## src/rtl/draw_pkg.sv

```systemverilog
// Shared types and constants for the Bresenham line-drawing custom instruction.
package draw_pkg;

    // Sequencer states of the line walker.
    typedef enum logic [2:0] {
        IDLE,
        SETUP,
        PLOT,
        STEP,
        FINISH
    } state_t;

    // Custom-instruction opcodes carried on the n input.
    localparam logic OP_SET_COLOR = 1'b0;
    localparam logic OP_DRAW      = 1'b1;

    // Default visible resolution.
    localparam int H_RES_DEF = 640;
    localparam int V_RES_DEF = 480;

    // Signed screen coordinate pair.
    typedef struct packed {
        logic signed [15:0] x;
        logic signed [15:0] y;
    } point_t;

    // Operand word layout is {y[31:16], x[15:0]}.
    function automatic point_t to_point(input logic [31:0] word);
        point_t p;
        p.x = word[15:0];
        p.y = word[31:16];
        return p;
    endfunction

endpackage

```

## src/rtl/bresenham_step.sv

```systemverilog
// One Bresenham step: next position and error term from the current ones.
module bresenham_step
    import draw_pkg::*;
(
    input  point_t             cur,
    input  logic signed [17:0] err,
    input  logic signed [17:0] dx,
    input  logic signed [17:0] dy,
    input  logic               sx,     // 1: step +1 in x, 0: step -1
    input  logic               sy,     // 1: step +1 in y, 0: step -1
    output point_t             nxt_pt,
    output logic signed [17:0] nxt_err
);

    logic signed [17:0] e2;

    // Both axis tests use the error value from before this step.
    always_comb begin
        e2      = err <<< 1;
        nxt_pt  = cur;
        nxt_err = err;
        if (e2 >= dy) begin
            nxt_err  = nxt_err + dy;
            nxt_pt.x = sx ? cur.x + 16'sd1 : cur.x - 16'sd1;
        end
        if (e2 <= dx) begin
            nxt_err  = nxt_err + dx;
            nxt_pt.y = sy ? cur.y + 16'sd1 : cur.y - 16'sd1;
        end
    end

endmodule

```

## src/rtl/draw_line.sv

```systemverilog
// Custom instruction that rasterises a line and issues one pixel write per
// on-screen point through the shared addr/data/wr/busy pixel port.
module draw_line
    import draw_pkg::*;
#(
    parameter int H_RES  = H_RES_DEF,
    parameter int V_RES  = V_RES_DEF,
    parameter int ADDR_W = 19
) (
    input  logic              clk,
    input  logic              reset,
    output logic [ADDR_W-1:0] addr,
    output logic [31:0]       data,
    output logic              wr,
    input  logic              busy,
    input  logic              clk_en,
    input  logic              start,
    input  logic              n,
    input  logic [31:0]       dataa,
    input  logic [31:0]       datab,
    output logic              done,
    output logic [31:0]       result
);

    localparam logic signed [15:0] H_LIM = 16'(H_RES);
    localparam logic signed [15:0] V_LIM = 16'(V_RES);

    state_t             state_reg, state_next;
    logic [31:0]        colour_reg, colour_next;
    point_t             p1_reg, p1_next;
    point_t             cur_reg, cur_next;
    logic signed [17:0] dx_reg, dx_next;
    logic signed [17:0] dy_reg, dy_next;
    logic signed [17:0] err_reg, err_next;
    logic               sx_reg, sx_next;
    logic               sy_reg, sy_next;
    logic [31:0]        count_reg, count_next;
    logic [ADDR_W-1:0]  addr_reg, addr_next;
    logic [31:0]        data_reg, data_next;
    logic               wr_reg, wr_next;
    logic               done_reg, done_next;
    logic [31:0]        result_reg, result_next;

    logic signed [17:0] diff_x, diff_y, abs_x, abs_y;
    logic               on_screen;
    logic [ADDR_W-1:0]  lin_addr;
    point_t             step_pt;
    logic signed [17:0] step_err;

    // Endpoint deltas are formed with two guard bits so no 16-bit pair overflows.
    assign diff_x = $signed({{2{p1_reg.x[15]}}, p1_reg.x}) - $signed({{2{cur_reg.x[15]}}, cur_reg.x});
    assign diff_y = $signed({{2{p1_reg.y[15]}}, p1_reg.y}) - $signed({{2{cur_reg.y[15]}}, cur_reg.y});
    assign abs_x  = diff_x[17] ? -diff_x : diff_x;
    assign abs_y  = diff_y[17] ? -diff_y : diff_y;

    assign on_screen = !cur_reg.x[15] && (cur_reg.x < H_LIM) &&
                       !cur_reg.y[15] && (cur_reg.y < V_LIM);
    // Only meaningful when on_screen; coordinates are then non-negative.
    assign lin_addr  = ADDR_W'({16'd0, cur_reg.x} + {16'd0, cur_reg.y} * 32'(H_RES));

    bresenham_step u_step (
        .cur     (cur_reg),
        .err     (err_reg),
        .dx      (dx_reg),
        .dy      (dy_reg),
        .sx      (sx_reg),
        .sy      (sy_reg),
        .nxt_pt  (step_pt),
        .nxt_err (step_err)
    );

    // State register; everything freezes while clk_en is low.
    always_ff @(posedge clk or negedge reset) begin
        if (!reset) begin
            state_reg  <= IDLE;
            colour_reg <= '0;
            p1_reg     <= '0;
            cur_reg    <= '0;
            dx_reg     <= '0;
            dy_reg     <= '0;
            err_reg    <= '0;
            sx_reg     <= 1'b0;
            sy_reg     <= 1'b0;
            count_reg  <= '0;
            addr_reg   <= '0;
            data_reg   <= '0;
            wr_reg     <= 1'b0;
            done_reg   <= 1'b0;
            result_reg <= '0;
        end else if (clk_en) begin
            state_reg  <= state_next;
            colour_reg <= colour_next;
            p1_reg     <= p1_next;
            cur_reg    <= cur_next;
            dx_reg     <= dx_next;
            dy_reg     <= dy_next;
            err_reg    <= err_next;
            sx_reg     <= sx_next;
            sy_reg     <= sy_next;
            count_reg  <= count_next;
            addr_reg   <= addr_next;
            data_reg   <= data_next;
            wr_reg     <= wr_next;
            done_reg   <= done_next;
            result_reg <= result_next;
        end
    end

    // Next-state and output logic; wr and done are single-cycle pulses by default.
    always_comb begin
        state_next  = state_reg;
        colour_next = colour_reg;
        p1_next     = p1_reg;
        cur_next    = cur_reg;
        dx_next     = dx_reg;
        dy_next     = dy_reg;
        err_next    = err_reg;
        sx_next     = sx_reg;
        sy_next     = sy_reg;
        count_next  = count_reg;
        addr_next   = addr_reg;
        data_next   = data_reg;
        result_next = result_reg;
        wr_next     = 1'b0;
        done_next   = 1'b0;
        case (state_reg)
            IDLE: begin
                if (start && n == OP_SET_COLOR) begin
                    colour_next = dataa;
                    result_next = colour_reg;
                    done_next   = 1'b1;
                end else if (start && n == OP_DRAW) begin
                    cur_next   = to_point(dataa);
                    p1_next    = to_point(datab);
                    state_next = SETUP;
                end
            end
            SETUP: begin
                dx_next    = abs_x;
                dy_next    = -abs_y;
                err_next   = abs_x - abs_y;
                sx_next    = !diff_x[17] && (diff_x != 18'sd0);
                sy_next    = !diff_y[17] && (diff_y != 18'sd0);
                count_next = '0;
                state_next = PLOT;
            end
            PLOT: begin
                // Off-screen points are skipped; on-screen ones wait for the memory path.
                if (!(on_screen && busy)) begin
                    if (on_screen) begin
                        wr_next    = 1'b1;
                        addr_next  = lin_addr;
                        data_next  = colour_reg;
                        count_next = count_reg + 32'd1;
                    end
                    state_next = (cur_reg == p1_reg) ? FINISH : STEP;
                end
            end
            STEP: begin
                cur_next   = step_pt;
                err_next   = step_err;
                state_next = PLOT;
            end
            FINISH: begin
                done_next   = 1'b1;
                result_next = count_reg;
                state_next  = IDLE;
            end
            default: state_next = IDLE;
        endcase
    end

    assign addr   = addr_reg;
    assign data   = data_reg;
    assign wr     = wr_reg;
    assign done   = done_reg;
    assign result = result_reg;

endmodule

```

## config.mk

```make
export PLATFORM = sky130hd
export DESIGN_NAME = draw_line
export DESIGN_NICKNAME = d
export VERILOG_FILES = /design/src/rtl/draw_pkg.sv /design/src/rtl/bresenham_step.sv /design/src/rtl/draw_line.sv
export SDC_FILE = /design/constraint.sdc
export NUM_CORES = 1
export LEC_CHECK = 0
export ABC_AREA = 0
export BUFFER_PORTS_ARGS = -buffer_cell sky130_fd_sc_hd__buf_2
export CAP_MARGIN = 10
export CORE_MARGIN = 8
export CORE_UTILIZATION = 60
export CTS_BUF_LIST = sky130_fd_sc_hd__clkbuf_2
export CTS_CLUSTER_DIAMETER = 50
export DETAILED_ROUTE_END_ITERATION = 7
export HOLD_SLACK_MARGIN = 0.15
export PLACE_DENSITY = 0.8
export SETUP_SLACK_MARGIN = 0.05
export SLEW_MARGIN = 0
export SYNTH_ARGS = -nofsm -noshare
export SYNTH_HDL_FRONTEND = slang
export SYNTH_SLANG_ARGS = --single-unit
```

## constraint.sdc

```tcl
create_clock -name clk -period 5.99 [get_ports clk]
set_input_delay 0 -clock clk [delete_from_list [all_inputs] [get_ports clk]]
set_output_delay 0 -clock clk [all_outputs]
set_load 0.02 [all_outputs]
```

==> flow_summary_export.csv, run 1 <==
group,metric,value,unit
run_status,status,"finished, final reports clean",
global_route,grt.met2_usage,0.520,
global_route,met3_usage,0.0637,
yosys,synth_edf_count,0,
yosys,ys_seq_area_frac,0.358,
yosys,ys.flop_type,"dfrtp_1",
yosys,synth_cells,2114,
yosys,syn_avg_cell_area,8.95,µm²
place,dpl.hpwl,39700,µm
yosys,synth_top_area_cell,"dfrtp_1",
drt,wl,59400,µm
final_layout,syn2layout_area_growth,20.7,%
global_route,grt_max_degree,124,
timing,max-slew-margin-rel,0.236,
clock_tree,cts_setup_buffers,0,
place,post-place-ws,0.437,ns
global_route,antenna_found_initial,3,
timing,final-hold-violation-count,0,
worst_setup_path,start_kind,"flop",
timing,max_freq,182,MHz
clock_tree,cts_root_buffer,"clkbuf_2",
place,dpl_cell_area,20100,µm²
worst_setup_path,crit_fanout,9,
worst_setup_path,max_stage_delay,0.49,ns
timing,setup_viol,0,
timing,rsz0062_at_grt,"false",
yosys,async_flop_share,1.00,
die,row_count,65,
final_layout,fill_cells,2195,
worst_setup_path,cp_top_family,"compound AO/OA/AOI/OAI gates",
timing,fin_crit,5.50,ns
yosys,yosysWarnings,0,
die,fp.dieH,194,µm
worst_setup_path,cp.depth,22,
global_route,track_usage,0.311,
worst_setup_path,crit_arrival,6.28,ns
yosys,yosys-top-cells-count,"nand2_1, dfrtp_1, ha_1, o21ai_0, a21oi_1",
yosys,ys_types,90,
yosys,ys_ff_latch,271,
timing,worst_pin_slew,1.14,ns
die,pin_count,155,
place,portBuffers,154,
worst_setup_path,cp_data_required_time,6.77,ns
worst_setup_path,crit_type,"flop to flop",
final_layout,drive_above_1_share,0.163,
yosys,synthesis.nets,2362,
final_layout,fin_nets,2737,
job,drv_cap,0,
global_route,grt_pass1_vias,17923,
clock_tree,cts_tree,"built",
timing,timing.hold.ws,0.247,ns
worst_setup_path,crit_chain,"ha_1 > fa_1 > nand2b_1 > a21oi_1 > o21ai_2 > o21ai_2 > a21boi_1 > a21oi_1 > ha_1 > nor2b_1 > o21ai_0 > a21oi_1 > o21ai_0 > nand2b_1 > a21boi_1 > o21ai_0 > maj3_2 > a21oi_1 > o21bai_1 > and4b_1 > o221ai_1 > nand4_1",
yosys,synth_most_common_cell,"nand2_1",
clock_tree,clkLatencyLatePin,0.99,ns
die,dieArea,37500,µm²
place,gp_congestion,0.967,
die,core,31300,µm²
global_route,grt_overflow,0,
min_path,hold_class,"input port to flop",
worst_setup_path,cp_num_buf_inv,0,
global_route,busiest_layer,"met2",
die,start_util,0.604,
drt,drt-initial-drc-count,1528,
global_route,met1_usage,0.375,
die,die_w,194,µm
worst_setup_path,cp_slowest_cell,"dfrtp_1",
timing,fin_ws,0.492,ns
drt,detail_route.vias_per_cell,6.05,
clock_tree,clk_pin_slew,0.12,ns
worst_setup_path,endpoint_kind,"flop",
timing,skew,0.0901,ns
worst_setup_path,path_common_cell,"a21oi_1",
timing,fin_crit_sh,0.918,
clock_tree,clockBufferDepth,3,
worst_setup_path,ff2ff_path_depth,22,
yosys,synth_area,18900,µm²
clock_tree,cts_sinks,271,
yosys,synth_top_area_frac,0.358,
min_path,min_path_cells,6,
yosys,synth_area_leaders,"dfrtp_1, ha_1, nand2_1, xnor2_1, mux2_2",
drt,route.antenna.remaining_nets,0,
global_route,grt_pass1_wl,95100,µm
clock_tree,h-tree-depth,3,
clock_tree,numCtsBuffers,73,
drt,wl_per_cell,20.1,µm
drt,dr.pass1.iters,6,
timing,setup_tns,0,ns
drt,drc,0,
drt,vias,17846,
final_layout,stdcell_area,22800,µm²
timing,slew_violations,0,
[worst reg2reg max path, stage by stage, from the launching register on]
cell and delay, ns:
dfrtp_1 0.49, ha_1 0.27, fa_1 0.40, nand2b_1 0.21, a21oi_1 0.28, o21ai_2 0.13
o21ai_2 0.26, a21boi_1 0.27, a21oi_1 0.35, ha_1 0.29, nor2b_1 0.12, o21ai_0 0.26
a21oi_1 0.15, o21ai_0 0.17, nand2b_1 0.11, a21boi_1 0.29, o21ai_0 0.16, maj3_2 0.34
a21oi_1 0.17, o21bai_1 0.12, and4b_1 0.20, o221ai_1 0.16, nand4_1 0.11
[timing repair]
item	in CTS	in global routing
endpoints found under the setup margin	0	2
hold endpoints to repair	467	0
hold buffers	201	0
resized for setup	0	3
[placed cells by master, fill, tap and decap left out, types with 19 or more instances in the layout]
cell and instances:
xnor2_1 100, nand4_1 24, nand2_1 300, o21ai_0 165, xor2_1 66, a21o_1 47, buf_2 153, nand3_1 35
dlygate4sd3_1 200, a211oi_1 30, ha_1 169, a21oi_1 143, nor2_1 141, nand2b_1 19, inv_1 124, mux2i_1 43
nor3_1 27, mux2_2 74, o21bai_1 26, clkbuf_2 102, dfrtp_1 271
[final cells by class]
type,instances,area (µm²),share of cell area
antenna,4,10.0,0.000438
clock buffer,102,510,0.0223
clock inverter,29,185,0.00811
inverter,124,465,0.0204
multi-input combinational,1648,11500,0.502
sequential,271,6780,0.297
tap,402,503,0.0220
timing repair buffer,371,2930,0.128
[metal layers]
layer / wire length, µm / up-vias
met5: 0 / -
met4: 3330 / 0
met3: 4230 / 267
met2: 28000 / 812
met1: 23800 / 8552
li1: - / 8215
[worst paths after layout]
| check | slack [ns] | startpoint | to |
|---|---|---|---|
| worst max-delay path | 0.49 | cur_reg[0] | err_reg[15] |
| worst min-delay path | 0.25 | busy | data[23] |
| worst max register to register | 0.49 | cur_reg[0] | err_reg[15] |
| worst min register to register | 0.48 | data[12] | data[12] |
| max in group asynchronous | 4.83 | reset | err_reg[16] |
| min in group asynchronous | 0.28 | reset | colour_reg[7] |
[logic make-up (layout without fill, tap and decap cells)]
kind of cell | count (synthesis) | count (layout) | synth area share
mux | 117 | 117 | 0.0668
compound gates | 520 | 520 | 0.171
buf+inv | 195 | 626 | 0.0389
flops | 271 | 271 | 0.358
fa+ha+maj | 180 | 180 | 0.122
other cells | 0 | 4 | 0
xor+xnor | 170 | 170 | 0.0806
simple gates | 661 | 661 | 0.162
[per-stage QoR]
stage	cells	utilization
floorplan	2114	-
global placement	2615	0.642
detailed placement	2615	0.642
CTS	2947	0.729
global route	2951	0.730
finish	2951	0.730
Power of run 1 is not shown: default switching activity piles up to over one toggle a cycle in this logic, so the estimate is an artifact.
==> run 2: changes to the inputs <==
--- a/config.mk
+++ b/config.mk
@@ -17,2 +17,3 @@
 export PLACE_DENSITY = 0.8
+export RECOVER_POWER = 100
 export SETUP_SLACK_MARGIN = 0.05
--- a/constraint.sdc
+++ b/constraint.sdc
@@ -3,2 +3,2 @@
 set_output_delay 0 -clock clk [all_outputs]
-set_load 0.02 [all_outputs]
+set_load 0.01 [all_outputs]
==> flow_summary_export.csv, run 2 (synthesis gave the netlist of run 1 again) <==
group,metric,value,unit
run_status,status,"finished with violations",
run_status,violations,"capacitance limit, slew limit",
die,core,31300,µm²
clock_tree,cts_tree,"built",
timing,fin_crit_sh,0.913,
drt,wl_per_cell,20.1,µm
timing,rsz0062_at_grt,"false",
timing,skew,0.0965,ns
min_path,hold_class,"input port to flop",
worst_setup_path,cp_slowest_cell,"dfrtp_1",
clock_tree,clkLatencyLatePin,1.01,ns
die,fp.dieH,194,µm
final_layout,fin_nets,2737,
die,row_count,65,
timing,setup_viol,0,
clock_tree,clockBufferDepth,3,
final_layout,syn2layout_area_growth,19.5,%
global_route,grt_pass1_wl,95100,µm
timing,max_freq,183,MHz
final_layout,fin_cells,2952,
final_layout,layout_common_cells,"nand2_1, dfrtp_1, dlygate4sd3_1",
global_route,track_usage,0.311,
final_layout,drive_above_1_share,0.119,
worst_setup_path,crit_fanout,9,
place,dpl.hpwl,39700,µm
timing,max-slew-margin-rel,-1.70,
clock_tree,cts_setup_buffers,0,
drt,vias,17802,
drt,route.antenna.remaining_nets,0,
clock_tree,numCtsBuffers,73,
worst_setup_path,path_common_cell,"a21oi_1",
timing,setup_tns,0,ns
timing,final-hold-violation-count,0,
drt,drt-initial-drc-count,1460,
timing,fin_crit,5.47,ns
global_route,grt_max_degree,124,
global_route,grt_pass1_vias,17923,
place,gp_congestion,0.967,
final_layout,final_common_cell,"nand2_1",
drt,detail_route.vias_per_cell,6.03,
place,post-place-cells,2615,
die,pin_count,155,
clock_tree,cts_sinks,271,
worst_setup_path,crit_arrival,6.25,ns
global_route,grt_overflow,0,
timing,worst_pin_slew,4.05,ns
die,start_util,0.604,
worst_setup_path,start_kind,"flop",
clock_tree,cts_root_buffer,"clkbuf_2",
global_route,antenna_found_initial,4,
worst_setup_path,endpoint_kind,"flop",
die,dieArea,37500,µm²
worst_setup_path,crit_chain,"ha_1 > fa_1 > nand2b_1 > a21oi_1 > o21ai_2 > o21ai_2 > a21boi_1 > a21oi_1 > ha_1 > nor2b_1 > o21ai_0 > a21oi_1 > o21ai_0 > nand2b_1 > a21boi_1 > o21ai_0 > maj3_2 > a21oi_1 > o21bai_1 > and4b_1 > o221ai_1 > nand4_1",
drt,wl,59400,µm
drt,dr.pass1.iters,6,
die,die_w,194,µm
worst_setup_path,cp_data_required_time,6.77,ns
clock_tree,clk_pin_slew,0.10,ns
worst_setup_path,crit_type,"flop to flop",
worst_setup_path,max_stage_delay,0.50,ns
clock_tree,h-tree-depth,3,
drt,drc,0,
job,drv_cap,9,
place,portBuffers,154,
timing,slew_violations,561,
-- run 2: routing by layer --
metal | global-route usage | share of wire
met5 | 0 | 0
met4 | 0.168 | 0.052
met3 | 0.0637 | 0.071
met2 | 0.520 | 0.48
met1 | 0.375 | 0.40
-- run 2: stage by stage --
step	utilization	hold WS (ns)	worst slack [ns]	cell area (µm²)
6_report	0.722	0.260	0.520	22600
5_1_grt	0.722	0.251	0.115	22600
4_1_cts	0.729	0.156	0.381	22800
3_5_place_dp	0.642	0.184	0.437	20100
3_3_place_gp	0.642	0.172	0.571	20100
2_1_floorplan	-	-0.296	1.12	18900
-- run 2: worst max-delay path, delay by kind of cell (launching register included) --
| family | cells | cell delay, ns |
|---|---|---|
| compound gates | 13 | 2.73 |
| fa+ha+maj | 4 | 1.30 |
| simple gates | 5 | 0.75 |
| flops | 1 | 0.50 |
-- run 2: layout make-up --
cell class,instances,area [µm²]
Sequential cell,271,6780
Fill cell,2284,8700
Timing Repair Buffer,371,2750
Multi-Input combinational cell,1648,11400
Inverter,124,465
Tap cell,402,503
Clock inverter,29,185
Antenna cell,5,12.5
Clock buffer,102,510
-- run 2: worst paths after layout --
kind | start | endpoint | slack, ns | depth (start not counted)
worst max-delay path | cur_reg[0] | err_reg[15] | 0.52 | 22
worst min-delay path | n | state_reg[2] | 0.26 | 6
worst max register to register | cur_reg[0] | err_reg[15] | 0.52 | 22
worst min register to register | data[12] | data[12] | 0.49 | 2
max in group asynchronous | reset | err_reg[16] | 1.77 | 4
min in group asynchronous | reset | colour_reg[7] | 1.53 | 4
-- run 2: what timing repair did --
action	in CTS	in global routing
hold buffers	201	0
endpoints found under the setup margin	0	2
hold endpoints to repair	467	0
gates resized for setup	0	3
Power of run 2 is left out for the same reason.
